==> src/rtl/lsu_pkg.sv <==
// Shared LSU package.
// Holds the common datapath widths, the access-size encoding used by the
// AGU and the load path, and the state type of the misaligned-load merger.
package lsu_pkg;

    localparam int XLEN             = 64;
    localparam int VIRTUAL_ADDR_LEN = 39;
    localparam int ROB_INDEX_WIDTH  = 4;

    // Access size; the number of bytes is 1 << size.
    typedef enum logic [1:0] {
        LSU_SIZE_B = 2'd0,
        LSU_SIZE_H = 2'd1,
        LSU_SIZE_W = 2'd2,
        LSU_SIZE_D = 2'd3
    } lsu_size_e;

    typedef enum logic [2:0] {
        ST_IDLE  = 3'd0,
        ST_REQ0  = 3'd1,
        ST_WAIT0 = 3'd2,
        ST_REQ1  = 3'd3,
        ST_WAIT1 = 3'd4,
        ST_WB    = 3'd5
    } lsu_ld_state_e;

endpackage

==> src/rtl/lsu_ld_extend.sv <==
// Load-value extender.
// Takes a right-justified raw load value, keeps the low 1/2/4/8 bytes given
// by the access size and zero- or sign-extends them to XLEN. A doubleword
// passes through untouched. Purely combinational; shared with the
// store-forwarding path.
//   i_raw      : right-justified raw value (upper bytes are don't-care)
//   i_size     : access size
//   i_unsigned : 1 = zero-extend, 0 = sign-extend
//   o_data     : extended value
module lsu_ld_extend
    import lsu_pkg::*;
(
    input  logic [XLEN-1:0] i_raw,
    input  lsu_size_e       i_size,
    input  logic            i_unsigned,
    output logic [XLEN-1:0] o_data
);

    always_comb begin
        o_data = i_raw;
        case (i_size)
            LSU_SIZE_B: o_data = i_unsigned ? {{(XLEN-8){1'b0}}, i_raw[7:0]}
                                            : {{(XLEN-8){i_raw[7]}}, i_raw[7:0]};
            LSU_SIZE_H: o_data = i_unsigned ? {{(XLEN-16){1'b0}}, i_raw[15:0]}
                                            : {{(XLEN-16){i_raw[15]}}, i_raw[15:0]};
            LSU_SIZE_W: o_data = i_unsigned ? {{(XLEN-32){1'b0}}, i_raw[31:0]}
                                            : {{(XLEN-32){i_raw[31]}}, i_raw[31:0]};
            default:    o_data = i_raw;
        endcase
    end

endmodule

==> src/rtl/lsu_ld_misalign_merge.sv <==
// Misaligned load merger.
// Accepts one load at a time from the AGU, issues one or two doubleword-
// aligned reads, merges the returned doublewords into a right-justified,
// extended value and presents it for writeback with its ROB tag.
//   clk, rstn                    : clock, synchronous active-low reset
//   req_valid_i/req_ready_o      : load request handshake
//   req_vaddr_i/size/unsigned    : load byte address and attributes
//   req_rob_idx_i                : tag carried to writeback
//   mem_req_valid_o/ready_i/addr : aligned read request to memory
//   mem_resp_valid_i/data_i      : read data, no backpressure
//   wb_valid_o/ready_i/data/rob  : merged result handshake
//
// state    | meaning
// IDLE     | ready for a new load
// REQ0     | requesting the first (or only) doubleword
// WAIT0    | waiting for the first doubleword
// REQ1     | requesting the next doubleword of a split load
// WAIT1    | waiting for the second doubleword
// WB       | holding the merged result until consumed
module lsu_ld_misalign_merge
    import lsu_pkg::*;
(
    input  logic                        clk,
    input  logic                        rstn,
    input  logic                        req_valid_i,
    output logic                        req_ready_o,
    input  logic [VIRTUAL_ADDR_LEN-1:0] req_vaddr_i,
    input  logic [1:0]                  req_size_i,
    input  logic                        req_unsigned_i,
    input  logic [ROB_INDEX_WIDTH-1:0]  req_rob_idx_i,
    output logic                        mem_req_valid_o,
    input  logic                        mem_req_ready_i,
    output logic [VIRTUAL_ADDR_LEN-1:0] mem_req_addr_o,
    input  logic                        mem_resp_valid_i,
    input  logic [XLEN-1:0]             mem_resp_data_i,
    output logic                        wb_valid_o,
    input  logic                        wb_ready_i,
    output logic [XLEN-1:0]             wb_data_o,
    output logic [ROB_INDEX_WIDTH-1:0]  wb_rob_idx_o
);

    lsu_ld_state_e               r_state;
    lsu_ld_state_e               w_next;
    logic [VIRTUAL_ADDR_LEN-1:0] r_addr;
    logic [2:0]                  r_off;
    lsu_size_e                   r_size;
    logic                        r_unsigned;
    logic                        r_split;
    logic [ROB_INDEX_WIDTH-1:0]  r_rob;
    logic [XLEN-1:0]             r_data0;
    logic [XLEN-1:0]             r_wb_data;

    logic                        w_req_split;
    logic [XLEN-1:0]             w_d0;
    logic [XLEN-1:0]             w_shr;
    logic [XLEN-1:0]             w_shl;
    logic [XLEN-1:0]             w_raw;
    logic [XLEN-1:0]             w_ext;
    logic                        w_done;

    assign w_req_split = ({1'b0, req_vaddr_i[2:0]} + (4'd1 << req_size_i)) > 4'd8;

    always_comb begin
        w_next = r_state;
        case (r_state)
            ST_IDLE:  if (req_valid_i)      w_next = ST_REQ0;
            ST_REQ0:  if (mem_req_ready_i)  w_next = ST_WAIT0;
            ST_WAIT0: if (mem_resp_valid_i) w_next = r_split ? ST_REQ1 : ST_WB;
            ST_REQ1:  if (mem_req_ready_i)  w_next = ST_WAIT1;
            ST_WAIT1: if (mem_resp_valid_i) w_next = ST_WB;
            ST_WB:    if (wb_ready_i)       w_next = ST_IDLE;
            default:                        w_next = ST_IDLE;
        endcase
    end

    // The merge works straight off the response bus so the result can be
    // registered in the same cycle the last doubleword arrives. For an
    // unsplit load the response itself is data0; for a split load the
    // response is data1 and data0 comes from its register.
    assign w_d0  = (r_state == ST_WAIT0) ? mem_resp_data_i : r_data0;
    assign w_shr = w_d0 >> {r_off, 3'b000};
    // Shift of 64 when off=0 yields zero; a split load never has off=0.
    assign w_shl = mem_resp_data_i << (7'd64 - {1'b0, r_off, 3'b000});
    assign w_raw = r_split ? (w_shr | w_shl) : w_shr;

    assign w_done = mem_resp_valid_i &&
                    (((r_state == ST_WAIT0) && !r_split) || (r_state == ST_WAIT1));

    lsu_ld_extend u_extend (
        .i_raw      (w_raw),
        .i_size     (r_size),
        .i_unsigned (r_unsigned),
        .o_data     (w_ext)
    );

    always_ff @(posedge clk) begin
        if (!rstn) begin
            r_state    <= ST_IDLE;
            r_addr     <= '0;
            r_off      <= '0;
            r_size     <= LSU_SIZE_B;
            r_unsigned <= 1'b0;
            r_split    <= 1'b0;
            r_rob      <= '0;
            r_data0    <= '0;
            r_wb_data  <= '0;
        end else begin
            r_state <= w_next;
            if ((r_state == ST_IDLE) && req_valid_i) begin
                r_addr     <= {req_vaddr_i[VIRTUAL_ADDR_LEN-1:3], 3'b000};
                r_off      <= req_vaddr_i[2:0];
                r_size     <= lsu_size_e'(req_size_i);
                r_unsigned <= req_unsigned_i;
                r_split    <= w_req_split;
                r_rob      <= req_rob_idx_i;
            end
            if ((r_state == ST_WAIT0) && mem_resp_valid_i) begin
                r_data0 <= mem_resp_data_i;
                // Wraps naturally at the top of the address space.
                if (r_split) r_addr <= r_addr + VIRTUAL_ADDR_LEN'(8);
            end
            if (w_done) r_wb_data <= w_ext;
        end
    end

    assign req_ready_o     = (r_state == ST_IDLE);
    assign mem_req_valid_o = (r_state == ST_REQ0) || (r_state == ST_REQ1);
    assign mem_req_addr_o  = r_addr;
    assign wb_valid_o      = (r_state == ST_WB);
    assign wb_data_o       = r_wb_data;
    assign wb_rob_idx_o    = r_rob;

endmodule

==> config.mk <==
export PLATFORM = sky130hd
export DESIGN_NAME = lsu_ld_misalign_merge
export DESIGN_NICKNAME = d
export VERILOG_FILES = /design/src/rtl/lsu_pkg.sv /design/src/rtl/lsu_ld_extend.sv /design/src/rtl/lsu_ld_misalign_merge.sv
export SDC_FILE = /design/constraint.sdc
export NUM_CORES = 1
export LEC_CHECK = 0
export ABC_AREA = 1
export CAP_MARGIN = 40
export CORE_MARGIN = 8
export CORE_UTILIZATION = 59
export CTS_CLUSTER_DIAMETER = 100
export DETAILED_ROUTE_END_ITERATION = 8
export PLACE_DENSITY = 0.88
export SLEW_MARGIN = 5
export SYNTH_ARGS = -nofsm -noshare
export SYNTH_HDL_FRONTEND = slang
export SYNTH_HIERARCHICAL = 1
export SYNTH_SLANG_ARGS = --single-unit
export TNS_END_PERCENT = 30
==> constraint.sdc <==
create_clock -name clk -period 6.85 [get_ports clk]
set_input_delay 1.0275 -clock clk [delete_from_list [all_inputs] [get_ports clk]]
set_output_delay 1.0275 -clock clk [all_outputs]
set_load 0.05 [all_outputs]
==> metrics.txt <==
Yosys warnings 6; switching share of power approximately 56%; Critical Path Most Common Cell nand2_1; CP Launch Type flip-flop; Worst path slowest cell buf_4; Post-synth top flop dfxtp_1; Port Buffers roughly 230; syn_area_per_cell between 5 and 6 um^2; Worst slew margin about 36%; final core occ between 70 and 80%; fraction of registers with async set/reset 0%; FF-to-FF setup slack roughly 3 ns; biggest area consumer among synthesized cells dfxtp_1; Via Count 16600; hold path startpoint r_data0[13]$_SDFFE_PN0P_; Core Footprint 0.0224 mm^2; Worst Path Arrival 4.20 ns; post-layout net count 2509; CTS tree done; dpl hpwl a little over 40000 um; Critical Path, Cell by Cell nor2_4 -> nand2_4 -> buf_4 -> nand2_1 -> o211ai_1 -> nand3_1 -> nand2_1 -> nor2_1 -> nand2_1 -> nand3_2 -> buf_16 -> nand4_1 -> o21ai_0 -> nor2_1; cts repair resizes 0; Pwr Density between 400 and 500 mW/mm^2; final critical-path share of the clock period approximately 56%; CTS root buf clkbuf_16; Period minus WS final ~3.8 ns; Final Power between 6 and 7 mW; Synth area leaders dfxtp_1, nand2_1, o21ai_0; Yosys cell types between 40 and 50; hold depth 2; Req. time, crit path between 7 and 8 ns; CTS Buf Count 17; DP Area between 0.015 and 0.02 mm^2; CP max FO between 60 and 70; Critical Path End Type flip-flop; Setup violations, final 0; Clk pwr share between 15 and 20%; CTS Sinks between 150 and 200; met1 usage in global routing 50.0%; vias per cell 6.17; Congestion Overflow GR 0; post-route cell area roughly 0.016 mm^2; latest clock arrival within the worst-skew pair about 0.45 ns; initial core utilization 59.5%; share of cells above drive strength 1 under 10%; peak supply drop around 0.23 mV; iteration-0 DRC count of the detailed router 2721; drt drc 0; grt met3 use 11.4%; Fmax achieved around 260 MHz; status completed; Total Wirelength 55400 um; Hold EP r_data0[13]$_SDFFE_PN0P_; largest net degree at the start of global routing just over 80; Fin. Hold Viols 0; most frequent cells in the layout nand2_1, o21ai_0, nor2_1, clkdlybuf4s50_1, nand3_1; Slew Limit Fails 0; Internal Power roughly 3.0 mW; CTS Hold Bufs 0; switching power 3.72 mW; clock slew at reported path FFs about 0.090 ns; Die Ht about 170 um; Comb power frac about three fifths; overall routing resource usage just under 40%; syn nets roughly 2400; initial antenna violation count 2; synthesized area roughly 0.013 mm^2; Placed Cells 2653; Setup Crit Path Kind flip-flop to flip-flop; first-pass iteration count of the detailed router 6; RSZ-0062 raised after global routing false; commonest non-fill, non-tap cell in the layout nand2_1; part of the power in registers 22.5%; CP max stage delay approximately 0.6 ns; CTS Buffer Depth 2; top-area cell type share of the netlist area between 20 and 30%; # rows 55; Least-Margin Pin Slew 0.947 ns; H-Tree Depth 4; worst min-delay path category flip-flop to flip-flop; Non-Filler Instances ~2700; Layout area overhead 20.0%; FF-to-FF Start r_state[2]$_SDFFE_PN0P_; setup TNS 0 ns; Die Area approximately 0.028 mm^2; Seq cells post-synth roughly 180; DRT antenna net count 0; RR Endpoint wb_data_o[48]$_SDFFE_PN0P_; I/O pin total ~230; FF-to-FF path depth 14; Top Usage Layer GRT met2; Final Skew approximately 0.017 ns; Placer Congestion 1.05; global-route wire length before repair roughly 85000 um; Post-Synthesis Cells about 2300; wire per inst about 21 um; number of global-route vias before repair around 15000; max-cap viol count 0; setup bufs post-CTS 0; Leak slightly below 7 nW; Post-synth EDFFs 0; register area share after synthesis 27.2%; GR Util met2 between 50% and 60%; die width around 170 um
-- routing by layer --
layer / wire length, um / vias to the layer above
li1: - / 7681
met1: 21400 / 7527
met2: 23600 / 1165
met3: 7460 / 189
met4: 2950 / 2
met5: 15 / -
-- synthesized netlist by cell type (12+ instances only) --
cell type	instances
a21oi_1	117
buf_1	12
buf_2	64
buf_4	14
buf_6	16
clkbuf_1	59
dfxtp_1	181
inv_1	183
nand2_1	613
nand3_1	211
nand4_1	45
nor2_1	295
o211ai_1	46
o21ai_0	313
o21ai_1	27
-- kinds of logic (layout without fill, tap and decap cells) --
group	count (synthesis)	after routing	share of synthesized area (%)
flip-flops	181	181	27.2
buffers and inverters	362	476	12.2
adder cells (fa/ha/maj)	6	6	0.620
AO/OA/AOI/OAI	518	518	20.6
other	0	1	0
AND/OR/NAND/NOR	1205	1205	38.2
XOR/XNOR	8	8	0.667
multiplexers	6	6	0.451
-- power groups by stage --
stage / registers (mW) / clock network (mW) / logic [mW]
3_3_place_gp: 1.51 / 0 / 3.88
2_1_floorplan: 2.09 / 0 / 2.16
4_1_cts: 1.50 / 1.07 / 3.98
6_report: 1.50 / 1.07 / 4.11
3_5_place_dp: 1.52 / 0 / 3.96
5_1_grt: 1.53 / 1.11 / 4.36
-- sequential cells by signal (all words and copies together) (netlist names) --
register / count
r_unsigned: 1
r_split: 1
wb_rob_idx_o: 4
r_data0: 64
mem_req_addr_o: 39
r_off: 3
r_size: 2
r_state: 3
wb_data_o: 64
-- worst max path at each step --
stage | start | to | slack [ns]
2_1_floorplan | r_off[0]$_SDFFE_PN0P_ | wb_data_o[21]$_SDFFE_PN0P_ | 4.00
3_3_place_gp | r_off[1]$_SDFFE_PN0P_ | wb_data_o[43]$_SDFFE_PN0P_ | 2.96
3_5_place_dp | r_off[1]$_SDFFE_PN0P_ | wb_data_o[48]$_SDFFE_PN0P_ | 3.19
4_1_cts | r_state[0]$_SDFFE_PN0P_ | req_ready_o | 3.14
5_1_grt | r_off[0]$_SDFFE_PN0P_ | wb_data_o[48]$_SDFFE_PN0P_ | 2.76
6_report | r_state[2]$_SDFFE_PN0P_ | wb_data_o[48]$_SDFFE_PN0P_ | 3.03
-- cell type report --
cell class,count,area (um^2)
well taps,285,357
clock buffers,17,425
multi-input cells,1743,8080
fillers,1920,6390
flip-flops and latches,181,3630
inverters,194,731
diodes,1,2.50
repair buffers,250,2540
clock inverters,15,216
-- worst max-delay path: cells and delay by family, from the launching register on --
family / cells / cell delay [ns]
buffers and inverters: 2 / 1.01
DFF: 1 / 0.53
AOI/OAI and AO/OA: 2 / 0.26
and+or+nand+nor: 10 / 1.90
-- per-stage QoR --
stage	worst slack (ns)	hold WS, ns
4_1_cts	3.14	0.456
3_3_place_gp	2.96	0.435
6_report	3.03	0.455
2_1_floorplan	4.00	0.425
3_5_place_dp	3.19	0.443
5_1_grt	2.76	0.475
Power figures use the tool's default switching activity.
